--- src/rtl/vga_fb_arbiter.sv ---
// Single-port framebuffer arbiter: line prefetch into a double-banked line buffer
// with strict priority over CPU pixel writes.
module vga_fb_arbiter #(
  parameter int unsigned H_ACTIVE_VIDEO = 640,
  parameter int unsigned V_ACTIVE_VIDEO = 480,
  parameter int unsigned ADDR_W         = $clog2(H_ACTIVE_VIDEO * V_ACTIVE_VIDEO)
) (
  input  logic              clk,
  input  logic              rst,
  input  logic              fetch_start,
  input  logic [9:0]        fetch_line,
  input  logic              cpu_valid,
  output logic              cpu_ready,
  input  logic [ADDR_W-1:0] cpu_addr,
  input  logic [2:0]        cpu_data,
  output logic [ADDR_W-1:0] mem_addr,
  output logic              mem_we,
  output logic [2:0]        mem_wdata,
  input  logic [2:0]        mem_rdata,
  output logic              lb_we,
  output logic              lb_bank,
  output logic [9:0]        lb_waddr,
  output logic [2:0]        lb_wdata,
  output logic              fetch_busy,
  output logic              fetch_overrun
);

  localparam int unsigned CNT_W  = 10;
  localparam int unsigned PIXELS = H_ACTIVE_VIDEO * V_ACTIVE_VIDEO;
  // One extra bit so a power-of-two frame size still compares correctly
  localparam logic [ADDR_W:0] PIXELS_W = (ADDR_W + 1)'(PIXELS);
  localparam logic [CNT_W-1:0] LAST_PIX = CNT_W'(H_ACTIVE_VIDEO - 1);

  localparam logic [1:0] IDLE  = 2'd0;
  localparam logic [1:0] FETCH = 2'd1;
  localparam logic [1:0] DRAIN = 2'd2;

  logic [1:0]        state, state_d;
  logic [ADDR_W-1:0] base, base_d;
  logic [CNT_W-1:0]  cnt, cnt_d;
  logic              bank, bank_d;
  logic              rd_valid, rd_valid_d;
  logic [CNT_W-1:0]  rd_idx, rd_idx_d;

  logic line_ok;
  logic addr_ok;

  assign line_ok = 32'(fetch_line) < V_ACTIVE_VIDEO;
  assign addr_ok = {1'b0, cpu_addr} < PIXELS_W;

  // State register and read-pipeline registers
  always_ff @(posedge clk) begin
    if (rst) begin
      state    <= IDLE;
      base     <= '0;
      cnt      <= '0;
      bank     <= 1'b0;
      rd_valid <= 1'b0;
      rd_idx   <= '0;
    end else begin
      state    <= state_d;
      base     <= base_d;
      cnt      <= cnt_d;
      bank     <= bank_d;
      rd_valid <= rd_valid_d;
      rd_idx   <= rd_idx_d;
    end
  end

  // Next-state logic and memory port mux; the CPU path is same-cycle
  always_comb begin
    state_d    = state;
    base_d     = base;
    cnt_d      = cnt;
    bank_d     = bank;
    rd_valid_d = 1'b0;
    rd_idx_d   = rd_idx;
    mem_addr   = '0;
    mem_we     = 1'b0;
    mem_wdata  = '0;
    cpu_ready  = 1'b0;

    case (state)
      IDLE: begin
        if (fetch_start) begin
          if (line_ok) begin
            state_d = FETCH;
            bank_d  = ~bank;
            base_d  = ADDR_W'(ADDR_W'(fetch_line) * ADDR_W'(H_ACTIVE_VIDEO));
            cnt_d   = '0;
          end
        end else begin
          cpu_ready = 1'b1;
          if (cpu_valid && addr_ok) begin
            mem_addr  = cpu_addr;
            mem_we    = 1'b1;
            mem_wdata = cpu_data;
          end
        end
      end
      FETCH: begin
        mem_addr   = base + ADDR_W'(cnt);
        cnt_d      = cnt + CNT_W'(1);
        rd_valid_d = 1'b1;
        rd_idx_d   = cnt;
        if (cnt == LAST_PIX) begin
          state_d = DRAIN;
        end
      end
      DRAIN: begin
        state_d = IDLE;
      end
      default: begin
        state_d = IDLE;
      end
    endcase

    if (rst) begin
      cpu_ready = 1'b0;
      mem_we    = 1'b0;
      mem_addr  = '0;
      mem_wdata = '0;
    end
  end

  assign lb_we         = rd_valid & ~rst;
  assign lb_bank       = bank;
  assign lb_waddr      = rd_idx;
  assign lb_wdata      = rd_valid ? mem_rdata : 3'd0;
  assign fetch_busy    = (state != IDLE) & ~rst;
  assign fetch_overrun = fetch_start & (state != IDLE) & ~rst;

endmodule
--- config.mk ---
export PLATFORM = sky130hd
export DESIGN_NAME = vga_fb_arbiter
export DESIGN_NICKNAME = d
export VERILOG_FILES = /design/src/rtl/vga_fb_arbiter.sv
export SDC_FILE = /design/constraint.sdc
export NUM_CORES = 1
export LEC_CHECK = 0
export ABC_CLOCK_PERIOD_IN_PS = 6060
export CAP_MARGIN = 20
export CORE_UTILIZATION = 50
export DETAILED_ROUTE_END_ITERATION = 8
export PLACE_DENSITY = 0.85
export SETUP_SLACK_MARGIN = 0.1
export SLEW_MARGIN = 10
export SYNTH_ARGS = -nofsm -noshare
export SYNTH_HDL_FRONTEND = slang
export SYNTH_SLANG_ARGS = --single-unit
--- constraint.sdc ---
create_clock -name clk -period 6.06 [get_ports clk]
set_input_delay 1.212 -clock clk [delete_from_list [all_inputs] [get_ports clk]]
set_output_delay 1.212 -clock clk [all_outputs]
set_load 0.02 [all_outputs]
======== After elaboration in Yosys (flattened, before gate mapping) ========
Index checks and enable logic that the tools add are counted.
storage, ports and cells
  logic and storage cells ................. 53
  memory bits (read-only) ................. 0
  memories ................................ 0
  bits in writable memories ............... 0
  bits in latches ......................... 0
  flip-flop bits (word level) ............. 36
operators by class
  divide/modulo/power cells ............... 0
  $mul .................................... 1
  muxes and demuxes ....................... 24
  add/sub/neg operators ................... 2
  bitwise operators ....................... 6
  equal/unequal tests ..................... 5
  reduce and logical (&&, ||, !) cells .... 7
  order comparisons ....................... 2
  shift-type cells ........................ 0
operator list
  kind                     number
  $mux W19                 3
  $pmux W19 S2             1
  $mux W10                 2
  $pmux W10 S2             1
  $add A19 B10 Y19         1
  $lt A19 B19 Y1 const B   1
  $mux W3                  5
  $mul A10 B3 Y12 const B  1
  $add A10 B1 Y10 const B  1
  $eq A10 B10 Y1 const B   1
  $lt A10 B9 Y1 const B    1
  $reduce_and A3 Y1        3
  $mux W1                  8
  $mux W2                  3
  $ne A2 B2 Y1 const B     3
  $and A1 B1 Y1            4
  $pmux W2 S2              1
  $reduce_bool A2 Y1       2
  $eq A2 B1 Y1 const B     1
  $logic_not A2 Y1         1
  $not A1 Y1               2
  $logic_and A1 B1 Y1      1

======== Longest topological paths before layout ========
Gate-level depths: netlist (run 1).
  depth in word-level cells ............... 6
  mapped depth ............................ 7

======== Least setup slack after synthesis (run 1) ========
No wires, ideal clock.
  kind .................................... input -> output
  start point ............................. in fetch_start
  end point ............................... out mem_addr[0]
  buffers on the path ..................... 1
  setup slack ............................. 2607 ps
  data arrival time ....................... 2241 ps
  stages .................................. 5
  cells stage by stage .................... nor4b_2 o211a_1 buf_4 nand2_1 a21oi_1
on the way
  longest elaborated chain between the ends .. 3
RTL lines
  element             line  RTL
  start: declaration  10    input logic fetch_start,
  $mux W19            85    if (fetch_start) begin
  $pmux W19 S2        83    case (state)
  $mux W19            118   if (rst) begin
  end: declaration    16    output logic [ADDR_W-1:0] mem_addr,
Every way passes these cells.

======== Final worst setup path (run 1) ========
  start point ............................. in fetch_start
  end point ............................... out mem_addr[14]
Same word-level chain as after synthesis.

==> flow_metrics.tcl, run 1 <==
set metrics [dict create \
    synthXorXnorAreaFrac_pct 2.72 \
    cts_buffer_depth 2 \
    maxSlewViolCount 0 \
    drc_errors 0 \
    r2r_cells 4 \
    hold_path_end "lb_waddr[5]" \
    antenna_found_initial 0 \
    synth_top_family_by_area "simple AND/OR/NAND/NOR gates" \
    power.internal_mw 0.435 \
    grt-ovfl-total 0 \
    synth_area_mm2 0.00257 \
    fmax_mhz 209 \
    worstPathRequired_ns 4.85 \
    fin_crit_sh_pct 79.1 \
    critPathBufInv 2 \
    cts_tree "built" \
    r2r-start "state[1]" \
    ys_seq_area_share_pct 28.0 \
    worst_ep_arrival_time_ns 3.58 \
    cts_resized 0 \
    holdBufCountCts 0 \
    p_per_area_mw_per_mm2 175 \
    setup_viol 0 \
    yosys.area_share.adder_pct 11.3 \
    min_from "lb_waddr[5]" \
    coreArea_mm2 0.00485 \
    ios 80 \
    p_leak_nw 1.27 \
    postCtsSetupBuffers 0 \
    fin_crit_ns 4.79 \
    hp-class "flop to flop" \
    port_buffers 79 \
    muxShareOfSynthArea_pct 1.99 \
    met3_usage_pct 3.84 \
    synth_cell_types 59 \
    die_x_um 73.7 \
    drtAntennaViolNets 0 \
    reg2reg_slack_ns 4.00 \
    relSlewSlack_pct 34.8 \
    drt-initial-drc-count 173 \
    dr.pass1.iters 7 \
    holdPathStages 2 \
    worst_pin_slew_ns 0.977 \
    cpMaxStageDelayCell "clkdlybuf4s50_1" \
    pre_cts_ws_ns 1.29 \
    num_antenna_cells 0 \
    synth_area_per_cell_um2 8.09 \
    synth_edf_count 0 \
    clk_latency_ns 0.29 \
    routedWlPerCell_um 15.5 \
    ys_ff_latch 36 \
    combPwrFrac_pct 23.6 \
    syn_inst 318 \
    crit_chain "clkdlybuf4s50_1 -> nor4b_2 -> o211a_1 -> nor2b_4 -> a22o_1 -> clkdlybuf4s50_1" \
    routed_via_density 5.91 \
    crit_type "input pin to output pin" \
    ys_warn_count 0 \
    num-nets-final 448 \
    dp_hpwl_mm 5.34 \
    cts-buffers-inserted 5 \
    cts_max_level 2 \
    grt_pass1_vias 2404 \
    clkPwrFrac_pct 34.4 \
    worst_slack_ns 1.27 \
    critPathCaptureType "output pin" \
    cp_common_cell "clkdlybuf4s50_1" \
    num_vias 2688 \
    setup_tns_ns 0 \
    ys_async_sr_fraction_pct 0 \
    met1_usage_pct 34.1 \
    die_area_mm2 0.00544 \
    clk_pin_slew_ns 0.07 \
    synth_ff_type "dfxtp_1" \
    power_frac_seq_pct 42.0 \
    cp_max_fo 13 \
    gp_congestion 0.852 \
    root_buffer "clkbuf_8" \
    maxCapViolations 0 \
    synthSimpleGateAreaFrac_pct 29.2 \
    busiest_layer "met2" \
    die_h_um 73.7 \
    status "finished clean" \
    clkSinkCount 36 \
    finClkSkew_ns 0.00649 \
    synth_nets 379 \
    drive_gt1_share_pct 5.67 \
    final_cell_mix "clkdlybuf4s50_1, nand2_1, dfxtp_1, a21oi_1, ha_1" \
    mostFrequentLayoutCell "clkdlybuf4s50_1" \
    area_growth_pct 34.6 \
    max_stage_delay_ns 0.60 \
    grt_util_all_layers_pct 26.0 \
    setup.worst_path.start_class "input pin" \
    grt_max_degree 39 \
    gr-usage-met2_pct 43.7 \
    synth_compound_area_share_pct 22.3 \
    hold_viol 0 \
    peakVddDrop_mv 0.102 \
    initial_core_util_pct 53.1 \
    netSwitchingFraction_pct 28.1 \
    r2r-end "cnt[9]" \
    switchingPower_mw 0.170 \
    rsz0062_at_grt "no" \
    wirelength_mm 7.05 \
    cp_top_family "buffers and inverters" \
    grt_pass1_wl_mm 11.0 \
    rows 25 \
]
cell usage after synthesis (2+ instances only):
cell       n  area, µm²
a211o_1    5       43.8
a211oi_1   3       22.5
a21boi_1   2       15.0
a21o_1     6       45.0
a21oi_1   34        170
a22o_1     5       43.8
a22oi_1    3       22.5
a31oi_1    3       18.8
and2_1     9       56.3
and3_1     2       12.5
buf_2      5       25.0
buf_4      3       22.5
buf_6      3       33.8
clkbuf_1   7       26.3
dfxtp_1   36        721
fa_1       2       40.0
ha_1      20        250
mux2i_1    4       40.0
nand2_1   55        206
nand2b_1   8       50.1
nand3_1    6       30.0
nand3b_1   4       30.0
nand4_1    9       56.3
nor2_1    14       52.6
nor2b_1    2       12.5
nor3_1     5       25.0
nor3b_1    2       15.0
nor4_1     5       31.3
o211ai_1   4       30.0
o21a_1     2       15.0
o21ai_0   10       50.1
o21bai_1   2       15.0
o31ai_1    2       15.0
or3_1      2       12.5
or3b_2     2       17.5
or4_1      2       15.0
or4b_1     2       20.0
xnor2_1    6       52.6
xor2_1     2       17.5
routing by layer:
metal	vias up	part of all wire (%)	wire (µm)
met1	1249	45	3190
met4	0	1.4	97
li1	1302	-	-
met2	126	46	3260
met3	11	7.1	498
met5	-	0	0
cell families after synthesis:
| family | Yosys count |
|---|---|
| DFF | 36 |
| AOI/OAI and AO/OA | 88 |
| xor gates and xnor gates | 8 |
| muxes | 5 |
| buffers and inverters | 20 |
| and+or+nand+nor | 139 |
| adders and majority gates | 22 |
final cells by class:
type	count	area, µm²
multi-input cells	262	1740
fillers	389	1390
repair buffers	81	806
flip-flops and latches	36	721
well taps	67	83.8
clock buffers	5	68.8
clock inverters	3	42.5
inverters	1	3.75
power groups by stage:
stage	Clock (mW)	Combinational [mW]	Sequential (mW)
after floorplan	0	0.0856	0.257
after detailed placement	0	0.139	0.259
after global placement	0	0.136	0.259
final	0.208	0.143	0.254
after global routing	0.223	0.155	0.255
after CTS	0.212	0.140	0.254
worst register-to-register path, stage by stage, from the launching register on:
cell	delay (ns)
dfxtp_1	0.81
nor2_4	0.11
a31oi_1	0.68
nand2b_1	0.11
o41ai_1	0.25
how the worst max path moves through the flow:
stage                     slack, ns            to   startpoint  depth (start not counted)
after CTS                      1.27  mem_addr[13]  fetch_start                          6
after detailed placement       1.29  mem_addr[13]  fetch_start                          6
after global placement         1.36  mem_addr[13]  fetch_start                          6
after floorplan                2.61   mem_addr[0]  fetch_start                          5
after global routing           1.11  mem_addr[15]  fetch_start                          6
final                          1.27  mem_addr[14]  fetch_start                          6
sequential cells by signal, summed over array words and instances (netlist names):
name      flops
base         12
cnt          10
lb_bank       1
lb_waddr     10
rd_valid      1
state         2
per-stage QoR:
stage	hold WS [ns]	utilization (%)	cell area, µm²	power (mW)	cells
6_report	0.454	71.4	3460	0.605	455
2_1_floorplan	0.441	-	2570	0.343	318
4_1_cts	0.455	71.3	3450	0.606	454
3_3_place_gp	0.443	69.0	3340	0.395	446
5_1_grt	0.474	71.4	3460	0.634	455
3_5_place_dp	0.446	69.0	3340	0.398	446
Power figures use the tool's default switching activity.
==> run 2, diff against run 1 <==
Settings changed: ABC_CLOCK_PERIOD_IN_PS 6060 to 3880, CORE_UTILIZATION 50 to 43, PLACE_DENSITY 0.85 to 0.78.
Clock period 6.06 ns to 3.88 ns, I/O delays scaled along.
==> run 2 against run 1 <==
Effect of this change: combinational power grew 59%; flip-flop and latch count unchanged; sequential power grew 56%; sequential share of layout area decreased by 0.39 points; total power is 57% higher; setup slack got worse by 1.0 ns; hold slack got worse by 0.00083 ns; core utilization shrank 8.9 points; register-to-register slack got worse by 2.0 ns; global-route usage decreased by 3.7 points; clock skew increased by 0.0036 ns; critical path type unchanged.
==> flow_metrics.tcl, run 2 (synthesis gave the netlist of run 1 again) <==
set metrics [dict create \
    cts-buffers-inserted 5 \
    maxCapViolations 0 \
    clk_pin_slew_ns 0.07 \
    drt-initial-drc-count 158 \
    placed_cells 455 \
    mostFrequentLayoutCell "clkdlybuf4s50_1" \
    netSwitchingFraction_pct 27.9 \
    regMostFlops "base" \
    p_per_area_mw_per_mm2 269 \
    worst_pin_slew_ns 0.895 \
    routed_via_density 5.61 \
    clk_latency_ns 0.29 \
    setup.worst_path.start_class "input pin" \
    met1_usage_pct 31.3 \
    drive_gt1_share_pct 7.12 \
    grt_util_all_layers_pct 22.3 \
    rows 27 \
    peakVddDrop_mv 0.153 \
    grt_pass1_vias 2394 \
    dr.pass1.iters 4 \
    crit_chain "clkdlybuf4s50_1 -> nor4b_4 -> o211a_4 -> buf_4 -> nand2_1 -> a21oi_1 -> clkdlybuf4s50_1" \
    gr-usage-met2_pct 35.6 \
    fin_area_mm2 0.00353 \
    area_growth_pct 37.2 \
    drtAntennaViolNets 0 \
    finClkSkew_ns 0.0101 \
    wirelength_mm 6.70 \
    root_buffer "clkbuf_8" \
    num_vias 2607 \
    drc_errors 0 \
    hp-class "flop to flop" \
    cts_tree "built" \
    cp_max_fo 8 \
    multiInputGateArea_mm2 0.00177 \
    busiest_layer "met2" \
    num_antenna_cells 0 \
    power.internal_mw 0.684 \
    num-nets-final 453 \
    worst_ep_arrival_time_ns 2.86 \
    critPathBufInv 3 \
    worstPathRequired_ns 3.10 \
    fin_cells 465 \
    clkPwrFrac_pct 34.3 \
    met3_usage_pct 3.33 \
    initial_core_util_pct 45.6 \
    port_buffers 79 \
    critPathCaptureType "output pin" \
    hold_viol 0 \
    setup_tns_ns 0 \
    dp_hpwl_mm 5.04 \
    cp_top_family "buffers and inverters" \
    status "finished clean" \
    final_cell_mix "clkdlybuf4s50_1, nand2_1, dfxtp_1, a21oi_1, ha_1" \
    ios 80 \
    regArea_um2 721 \
    fin_crit_sh_pct 93.6 \
    clkSinkCount 36 \
    die_area_mm2 0.00630 \
    routedWlPerCell_um 14.4 \
    grt_max_degree 40 \
    max_stage_delay_ns 0.63 \
    cts_buffer_depth 2 \
    crit_type "input pin to output pin" \
    finalPower_mw 0.948 \
    cts_max_level 2 \
    holdBufCountCts 0 \
    switchingPower_mw 0.265 \
    fin_hold_ws_ns 0.453 \
    rsz0062_at_grt "no" \
    p_leak_nw 1.29 \
    cpMaxStageDelayCell "clkdlybuf4s50_1" \
    grt_pass1_wl_mm 11.3 \
    grt-ovfl-total 0 \
    die_x_um 79.3 \
    largest_reg_flops 12 \
    fin_crit_ns 3.63 \
    fmax_mhz 275 \
    dpl_cell_area_mm2 0.00338 \
    die_h_um 79.3 \
    setup_viol 0 \
    antenna_found_initial 0 \
    nFillCells 492 \
    coreArea_mm2 0.00564 \
    combPwrFrac_pct 23.9 \
    power_frac_seq_pct 41.8 \
    maxSlewViolCount 0 \
    gp_congestion 0.817 \
    relSlewSlack_pct 40.4 \
    cp_common_cell "clkdlybuf4s50_1" \
]
-- run 2: cell count changes in the layout (fill, tap and decap cells not counted) --
cell,previous run,this run
buf_4,2,6
o211a_1,1,0
nor2b_4,1,2
nor4b_4,0,1
nor4b_2,1,0
o211a_4,0,1
-- run 2: repair_timing --
item	in CTS	in global routing
setup endpoints to repair	0	17
gates resized for setup	0	3
buffers inserted	0	1
-- run 2: final cells by class --
class	instances	area share [%]
Clock inverter	3	1.21
Multi-Input combinational cell	263	50.1
Sequential cell	36	20.4
Inverter	1	0.106
Tap cell	72	2.55
Timing Repair Buffer	85	23.7
Clock buffer	5	1.95
-- run 2: per-layer routing --
metal / up-vias / routed length, µm
met1: 1200 / 3240
met3: 6 / 425
li1: 1315 / -
met4: 0 / 62
met2: 86 / 2970
met5: - / 0
-- run 2: tightest hold or removal path, cell delays in order (launching register included) --
cell and delay (ns):
dfxtp_1 0.31, nand2_1 0.05, a21oi_1 0.05
-- run 2: power groups by stage --
stage / clock network (mW) / logic [mW] / registers [mW]
after floorplan: 0 / 0.134 / 0.402
after global placement: 0 / 0.217 / 0.404
after detailed placement: 0 / 0.220 / 0.405
after CTS: 0.332 / 0.223 / 0.396
after global routing: 0.348 / 0.252 / 0.399
final: 0.325 / 0.227 / 0.397
-- run 2: worst paths after layout --
path	start	end	slack (ns)	cells past startpoint
worst max-delay path	fetch_start	mem_addr[4]	0.25	7
worst min-delay path	lb_waddr[0]	lb_waddr[0]	0.45	2
worst max register to register	state[1]	base[14]	2.05	4
worst min register to register	lb_waddr[0]	lb_waddr[0]	0.45	2
-- run 2: through the flow --
step                setup WS, ns  utilization [%]
finish                     0.248             62.5
global route               0.129             62.5
CTS                        0.144             61.9
detailed placement         0.145             59.9
global placement           0.217             59.9
floorplan                   1.30                -
